--- config.mk ---
export PLATFORM = sky130hd
export DESIGN_NAME = pipe_stage_skid
export DESIGN_NICKNAME = d
export VERILOG_FILES = /design/src/rtl/pipe_stage_skid.sv
export SDC_FILE = /design/constraint.sdc
export NUM_CORES = 1
export LEC_CHECK = 0
export CAP_MARGIN = 0
export CORE_MARGIN = 2
export CORE_UTILIZATION = 35
export DETAILED_ROUTE_END_ITERATION = 12
export HOLD_SLACK_MARGIN = 0.15
export PLACE_DENSITY = 0.57
export SLEW_MARGIN = 10
export SYNTH_ARGS = -nofsm -noshare
export SYNTH_HDL_FRONTEND = slang
export SYNTH_SLANG_ARGS = --single-unit
--- constraint.sdc ---
create_clock -name clk -period 4.05 [get_ports clk]
set_clock_uncertainty 0.2 [all_clocks]
set_input_delay 0.405 -clock clk [delete_from_list [all_inputs] [get_ports clk]]
set_output_delay 0.405 -clock clk [all_outputs]
set_load 0.02 [all_outputs]
--- src/rtl/pipe_stage_skid.sv ---
// Elastic pipeline-stage register with a 2-entry skid buffer.
// Main entry M drives the output; skid entry S absorbs the one extra word
// that can arrive while in_ready (registered) is still high.
// Adds flush and saturating stall/bubble counters.
module pipe_stage_skid #(
  parameter int unsigned       DATA_W     = 128,
  parameter logic [DATA_W-1:0] BUBBLE_VAL = '0,
  parameter int unsigned       CNT_W      = 16
) (
  input  logic              clk,
  input  logic              reset,
  input  logic              flush,
  input  logic              in_valid,
  output logic              in_ready,
  input  logic [DATA_W-1:0] in_data,
  output logic              out_valid,
  input  logic              out_ready,
  output logic [DATA_W-1:0] out_data,
  output logic [1:0]        occupancy,
  output logic [CNT_W-1:0]  stall_cnt,
  output logic [CNT_W-1:0]  bubble_cnt
);

  typedef enum logic [1:0] {
    EMPTY = 2'd0,
    ONE   = 2'd1,
    FULL  = 2'd2
  } state_e;

  state_e              state_q, state_d;
  logic [DATA_W-1:0]   m_q, m_d;
  logic [DATA_W-1:0]   s_q, s_d;
  logic                in_ready_q, in_ready_d;
  logic [CNT_W-1:0]    stall_q, stall_d;
  logic [CNT_W-1:0]    bubble_q, bubble_d;
  logic                in_fire, out_fire;

  assign in_ready   = in_ready_q;
  assign out_valid  = (state_q != EMPTY);
  assign out_data   = out_valid ? m_q : BUBBLE_VAL;
  assign occupancy  = state_q;
  assign stall_cnt  = stall_q;
  assign bubble_cnt = bubble_q;
  assign in_fire    = in_valid & in_ready_q;
  assign out_fire   = out_valid & out_ready;

  // Next-state, storage updates and registered ready.
  always_comb begin
    state_d = state_q;
    m_d     = m_q;
    s_d     = s_q;
    case (state_q)
      EMPTY: begin
        if (in_fire) begin
          m_d     = in_data;
          state_d = ONE;
        end
      end
      ONE: begin
        if (in_fire && out_fire) begin
          m_d = in_data;
        end else if (in_fire) begin
          s_d     = in_data;
          state_d = FULL;
        end else if (out_fire) begin
          state_d = EMPTY;
        end
      end
      FULL: begin
        if (out_fire) begin
          m_d     = s_q;
          state_d = ONE;
        end
      end
      default: state_d = EMPTY;
    endcase
    // Flush drops both entries and any word offered this cycle; a word
    // taken downstream in the same cycle is already consumed.
    if (flush) state_d = EMPTY;
    // in_ready is a flop, so it is derived from where the stage will be.
    in_ready_d = (state_d != FULL);
  end

  // Saturating performance counters; flush does not touch them.
  always_comb begin
    stall_d  = stall_q;
    bubble_d = bubble_q;
    if (out_valid && !out_ready && (stall_q != '1))
      stall_d = stall_q + CNT_W'(1);
    if (!out_valid && out_ready && (bubble_q != '1))
      bubble_d = bubble_q + CNT_W'(1);
  end

  // State, storage and counter registers; synchronous reset wins over flush.
  always_ff @(posedge clk) begin
    if (reset) begin
      state_q    <= EMPTY;
      m_q        <= BUBBLE_VAL;
      s_q        <= BUBBLE_VAL;
      in_ready_q <= 1'b1;
      stall_q    <= '0;
      bubble_q   <= '0;
    end else begin
      state_q    <= state_d;
      m_q        <= m_d;
      s_q        <= s_d;
      in_ready_q <= in_ready_d;
      stall_q    <= stall_d;
      bubble_q   <= bubble_d;
    end
  end

endmodule

==> results of run 1 <==
==> synth_stat cells (all sizes together) (7+ instances only) <==
| library cell | count | share of area [%] |
|---|---|---|
| or3 | 8 | 0.41 |
| or4 | 12 | 0.75 |
| nand4 | 15 | 0.87 |
| a21oi | 150 | 6.0 |
| dfxtp | 291 | 46 |
| nor2b | 7 | 0.35 |
| clkbuf | 84 | 2.5 |
| a211oi | 128 | 7.7 |
| o31ai | 12 | 0.76 |
| buf | 37 | 1.5 |
| nand2 | 264 | 7.9 |
| nand3 | 9 | 0.36 |
| nor2 | 139 | 4.2 |
| o21ai | 9 | 0.36 |
| mux2i | 132 | 11 |
| and2 | 130 | 6.5 |
==> path summary, 6_finish.rpt <==
check	startpoint	cells past startpoint	end	slack, ns
setup / recovery	occupancy[1]	4	out_data[121]	0.63
hold / removal	reset	2	bubble_cnt[8]	0.24
setup reg to reg	occupancy[1]	5	s_q[25]	1.47
hold reg to reg	s_q[48]	2	s_q[48]	0.25
==> per-layer routing <==
| layer | up-vias | GRT usage, % | share of wire, % |
|---|---|---|---|
| li1 | 5533 | - | - |
| met1 | 4894 | 24.4 | 46 |
| met2 | 256 | 28.4 | 45 |
| met3 | 57 | 4.10 | 5.8 |
| met4 | 6 | 5.68 | 2.5 |
| met5 | - | 0 | 0.11 |
==> cells by family (layout without fill, tap and decap cells) <==
group | Yosys count | after routing
buffers and inverters | 125 | 376
AND/OR/NAND/NOR | 607 | 607
multiplexers | 137 | 137
AO/OA/AOI/OAI | 308 | 308
XOR/XNOR | 3 | 3
adder cells (fa/ha/maj) | 2 | 2
flip-flops | 291 | 291
==> power groups by stage <==
stage	sequential [mW]	combinational [mW]	clock, mW
after floorplan	3.10	0.382	0
after global placement	3.13	0.669	0
after detailed placement	3.13	0.680	0
after CTS	3.07	0.682	3.26
after global routing	3.08	0.744	3.37
final	3.07	0.673	3.15
==> state kept, by name, indices dropped and copies added, names as in the netlist <==
register and count:
bubble_cnt 16, s_q 128, occupancy 2, stall_cnt 16, in_ready 1, m_q 128
==> per-stage QoR <==
stage | utilization (%) | cell area (µm²) | setup slack (ns) | hold slack [ns]
3_5_place_dp | 44.7 | 15800 | 1.01 | 0.246
6_report | 48.0 | 17000 | 0.633 | 0.242
5_1_grt | 48.0 | 17000 | 0.450 | 0.264
3_3_place_gp | 44.7 | 15800 | 1.07 | 0.241
4_1_cts | 48.0 | 17000 | 0.596 | 0.249
2_1_floorplan | - | 12500 | 1.84 | 0.236
==> placed cells by master (no fill, tap or decap), drive strengths merged, types with 12 or more instances in the layout <==
cell,netlist,routed
a211oi,128,128
a21oi,150,150
and2,130,130
buf,37,15
clkbuf,84,52
clkdlybuf4s50,0,295
dfxtp,291,291
mux2i,132,132
nand2,264,264
nand4,15,15
nor2,139,139
o31ai,12,12
or4,12,12
==> area by class of cell <==
| type | count | share of cell area (%) |
|---|---|---|
| clock buffer | 52 | 6.25 |
| clock inverter | 10 | 0.626 |
| inverter | 4 | 0.0884 |
| multi-input combinational | 1057 | 36.7 |
| sequential | 291 | 34.3 |
| tap | 461 | 3.40 |
| timing repair buffer | 310 | 18.6 |
==> results by group, run 1 <==
Run status
  – Status: completed

CTS
  – Clock latency on the worst-skew pair: 0.50 ns
  – CTS H-tree depth: 2
  – CTS tree: yes
  – Num CTS Buffers: 35
  – Max clock buf depth: 3
  – Setup Buffers After CTS: 0
  – Clk sinks: 291
  – Post-CTS Resized: 0
  – CTS clk-pin slew, worst paths: 0.06 ns
  – Hold_buf cts: 0
  – Clock root cell: clkbuf_16

Logic synthesis
  – Post-synth EDFFs: 0
  – Synth cell types: 45
  – Main combinational cell family by area after synthesis: simple AND/OR/NAND/NOR gates
  – Syn Inst Count: 1473
  – Xor and xnor area share after synthesis: 0.209%
  – Post-synthesis sequential area ratio: 46.4%
  – Post-Synth Simple-Gate Area: 22.7%
  – Synth warn: 0
  – Synthesized area: 12500 µm²
  – Syn Area/Cell: 8.52 µm²
  – Syn Nets: 1608
  – Mux cell area share after synthesis: 11.0%
  – Adder-cell share of the synthesized area: 0.199%
  – Most used DFF post-synth: dfxtp_1
  – Async S/R FF share, synth: 0%
  – Synth Area in Compound Gates: 15.4%
  – Flops & latches, synth: 291

Cells and area
  – FILL cells: 3381
  – Area of the multi-input gates: 6240 µm²
  – Register Area: 5830 µm²
  – Share of cells above drive strength 1: 5.16%
  – N_diodes: 0
  – Final Non-Filler Cells: 2185
  – Nets: 1834
  – Layout area overhead: 35.4%

Power and ir drop
  – Pleak: 6.86 nW
  – Psw: 1.63 mW
  – Worst vdd ir: 0.000290 V
  – Power, Total: 6.89 mW
  – Cell internal pwr: 5.26 mW
  – Power Density: 406 nW/µm²
  – Switching Share: 23.7%
  – Gate power share: 9.8%
  – Flop pwr share: 44.5%
  – Clock power share: 45.7%

STA
  – Final Hold Fails: 0
  – Setup TNS: 0 ns
  – RSZ-0062 raised after global routing: false
  – Final Max Tran Viols: 0
  – Min Tclk post-route: 3.42 ns
  – Fmax: 293 MHz
  – # setup viols final: 0
  – Slew margin rel.: 33.9%
  – Worst slew pin tran: 0.991 ns
  – Period utilization: 84.4%

Critical path
  – Crit path DAT: 2.81 ns
  – CP delay by family, top: buffers and inverters
  – Critical path buffers and inverters: 2
  – Slowest-stage cell, CP: dfxtp_1
  – Critical path endpoint category: output pin
  – Slowest Stage Delay on Critical Path: 0.65 ns
  – Cells along the critical path: or2_4 -> buf_12 -> and2_1 -> clkdlybuf4s50_1
  – WS Path Type: reg2out
  – Worst path required time: 3.44 ns
  – CP Launch Type: flop
  – Crit path max fanout: 88

Die
  – Vert. Die Dim: 193 µm
  – Top Ports: 297
  – Initial Util: 35.5%
  – Core ar.: 35400 µm²
  – Die width: 193 µm
  – Die area: 37400 µm²
  – Cell row count: 69

Detailed routing
  – Avg WL per Cell: 15.9 µm
  – Wirelength, routed: 34.8 mm
  – DR vias: 10700
  – Via density: 4.92
  – 1st-pass router iterations: 5
  – Iteration-0 DRC count of the detailed router: 560
  – # DRC: 0
  – Routed Antenna Nets: 0

Job
  – Max cap viols: 0

Global route
  – GRT Util Overall: 18.0%
  – Largest net degree at the start of global routing: 175
  – Initial antenna violation count: 4
  – Grt total ovfl: 0
  – Number of global-route vias before repair: 10100
  – First-pass GRT wire length: 55.8 mm

Place
  – Post-DP HPWL: 22.2 mm
  – Post-Place Cells: 2123
  – Final GP Congestion: 0.785
  – IO Port Bufs: 296

Worst hold path
  – Worst hold path class: in2reg
(Power assumes the default switching activity.)
==> run 2, diff against run 1 <==
Clock period 4.05 ns to 3.6 ns, I/O delays scaled along.
==> run 2 against run 1 <==
Effect of this change:
- non-clock buffer count increased by 4
- worst hold slack got worse by 0.088 ns
- die area unchanged
- combinational power increased by 14%
- core utilization increased by 0.16 points
- wire length increased by 0.80%
- cell count increased by 0.14%
- clock-buffer cell count decreased by 1
- critical path depth unchanged
- total power increased by 12%
- via count decreased by 0.46%
- critical path type unchanged
- critical endpoint is now out_data[93]
- highest routed layer unchanged
==> results by group, run 2 (same netlist as run 1, synthesis figures left out) <==
Detailed routing
  – DR vias: 10700 (-0.46%)
  – Via density: 4.89 (-0.59%)
  – # DRC: 0 (unchanged)
  – Iteration-0 DRC count of the detailed router: 489 (-13%)
  – Avg WL per Cell: 16.0 µm (+0.66%)
  – Routed Antenna Nets: 0 (unchanged)
  – 1st-pass router iterations: 5 (unchanged)
  – Wirelength, routed: 35.1 mm (+0.80%)

Power and ir drop
  – Worst vdd ir: 0.000323 V (+11%)
  – Power Density: 453 nW/µm² (+12%)
  – Pleak: 6.89 nW (+0.34%)

Job
  – Max cap viols: 0 (unchanged)

CTS
  – Num CTS Buffers: 34 (-2.9%)
  – CTS H-tree depth: 2 (unchanged)
  – Clock root cell: clkbuf_16
  – Max clock buf depth: 3 (unchanged)
  – Clock latency on the worst-skew pair: 0.50 ns (about the same)
  – Post-CTS Resized: 0 (unchanged)
  – Hold_buf cts: 0 (unchanged)
  – Clk sinks: 291 (unchanged)
  – CTS tree: yes
  – CTS clk-pin slew, worst paths: 0.06 ns (about the same)
  – Setup Buffers After CTS: 0 (unchanged)

Critical path
  – WS Path Type: reg2out
  – Worst path required time: 3.04 ns (-0.40 ns)
  – Critical path endpoint category: output pin
  – Worst Reg-to-Reg Cells: 5 (unchanged)
  – Crit path max fanout: 65 (-26%)
  – CP Launch Type: flop
  – Worst reg2reg path startpoint: bubble_cnt[1]
  – Crit path DAT: 2.62 ns (-0.19 ns)
  – R2R Setup Slk: 1.04 ns (-0.43 ns)
  – Critical R2R Capture: bubble_cnt[0]

Cells and area
  – Top flop regs: m_q (128), s_q (128)
  – FILL cells: 3415 (+1.0%)
  – Layout area overhead: 35.8%
  – Most common cell after layout, fill and taps aside: clkdlybuf4s50_1
  – Share of cells above drive strength 1: 5.28% (+0.11 points)
  – Nets: 1837 (+0.16%)
  – Register Area: 5830 µm² (unchanged)
  – Most frequent cells in the layout: 295 x clkdlybuf4s50_1, 291 x dfxtp_1, 263 x nand2_1, 150 x a21oi_1, 139 x nor2_1
  – Area of the multi-input gates: 6240 µm² (unchanged)

Global route
  – Grt total ovfl: 0 (unchanged)
  – Largest net degree at the start of global routing: 136 (-22%)
  – Number of global-route vias before repair: 10100 (-0.51%)
  – Initial antenna violation count: 3 (-1)
  – First-pass GRT wire length: 56.3 mm (+0.83%)
  – GRT Util Overall: 18.2% (+0.20 points)

STA
  – Final Max Tran Viols: 0 (unchanged)
  – Min setup slack post-route: 0.416 ns (-0.217 ns)
  – Setup TNS: 0 ns (unchanged)
  – Slew margin rel.: 39.1% (+5.2 points)
  – Period utilization: 88.5%
  – Fmax: 314 MHz
  – Worst slew pin tran: 0.913 ns (-0.0778 ns)
  – Final Hold Fails: 0 (unchanged)
  – # setup viols final: 0 (unchanged)
  – Min Tclk post-route: 3.18 ns
  – RSZ-0062 raised after global routing: false

Place
  – Pre-CTS setup slack: 0.781 ns (-0.234 ns)
  – IO Port Bufs: 296 (unchanged)
  – Final GP Congestion: 0.788 (+0.38%)
  – Post-DP HPWL: 22.2 mm (+0.23%)

Die
  – Die area: 37400 µm² (unchanged)
  – Die width: 193 µm (unchanged)
  – Core ar.: 35400 µm² (unchanged)
  – Initial Util: 35.5% (unchanged)
  – Vert. Die Dim: 193 µm (unchanged)
  – Cell row count: 69 (unchanged)
  – Top Ports: 297 (unchanged)

Run status
  – Status: completed

Worst hold path
  – Worst hold path class: in2reg
  – HP Start: reset
  – Hold Path Sink: stall_cnt[0]
  – Worst hold stages: 2 (unchanged)
==> run 2: layout make-up <==
type,instances,area share [%]
flip-flops and latches,291,34.2
inverters,4,0.0881
repair buffers,314,18.9
well taps,461,3.38
diodes,2,0.0294
clock inverters,8,0.543
clock buffers,51,6.21
multi-input cells,1057,36.6
==> run 2: worst max-delay path by stage <==
| stage | cells after the start | to | start |
|---|---|---|---|
| floorplan | 5 | bubble_cnt[0] | bubble_cnt[0] |
| global placement | 6 | s_q[43] | out_ready |
| detailed placement | 6 | s_q[45] | out_ready |
| CTS | 4 | out_data[18] | occupancy[1] |
| global route | 4 | out_data[3] | occupancy[1] |
| finish | 4 | out_data[93] | occupancy[1] |
==> run 2: routing by layer <==
layer,vias to the layer above,GRT usage [%],share of wire [%]
met1,4883,24.1,46
met5,-,0,0.029
met4,2,5.34,2.1
met3,51,5.25,6.7
met2,233,28.8,46
li1,5528,-,-
==> run 2: metrics by stage <==
stage | total power [mW] | hold slack [ns] | util, % | instances | instance area, µm²
2_1_floorplan | 3.92 | 0.236 | - | 1473 | 12500
3_3_place_gp | 4.28 | 0.240 | 44.9 | 2127 | 15900
3_5_place_dp | 4.29 | 0.246 | 44.9 | 2127 | 15900
4_1_cts | 7.85 | 0.186 | 48.1 | 2186 | 17000
5_1_grt | 8.07 | 0.187 | 48.1 | 2188 | 17000
6_report | 7.72 | 0.154 | 48.1 | 2188 | 17000
==> run 2: where the power goes <==
part | internal, mW | switching (mW) | total (mW)
clock network | 2.17 | 1.34 | 3.51
registers | 3.37 | 0.0790 | 3.45
logic | 0.371 | 0.396 | 0.767
total | 5.91 | 1.82 | 7.72
==> run 2: critical path, stage by stage, from the launching register on <==
cell and delay [ns]:
dfxtp_1 0.65, or2_4 0.24, buf_4 0.39, and2_1 0.21, clkdlybuf4s50_1 0.60
==> run 3, diff against run 2 <==
Settings changed: SLEW_MARGIN 10 to default.
==> results of run 3 <==
Same layout as run 2: the final DEF is identical, and so are final timing and power.
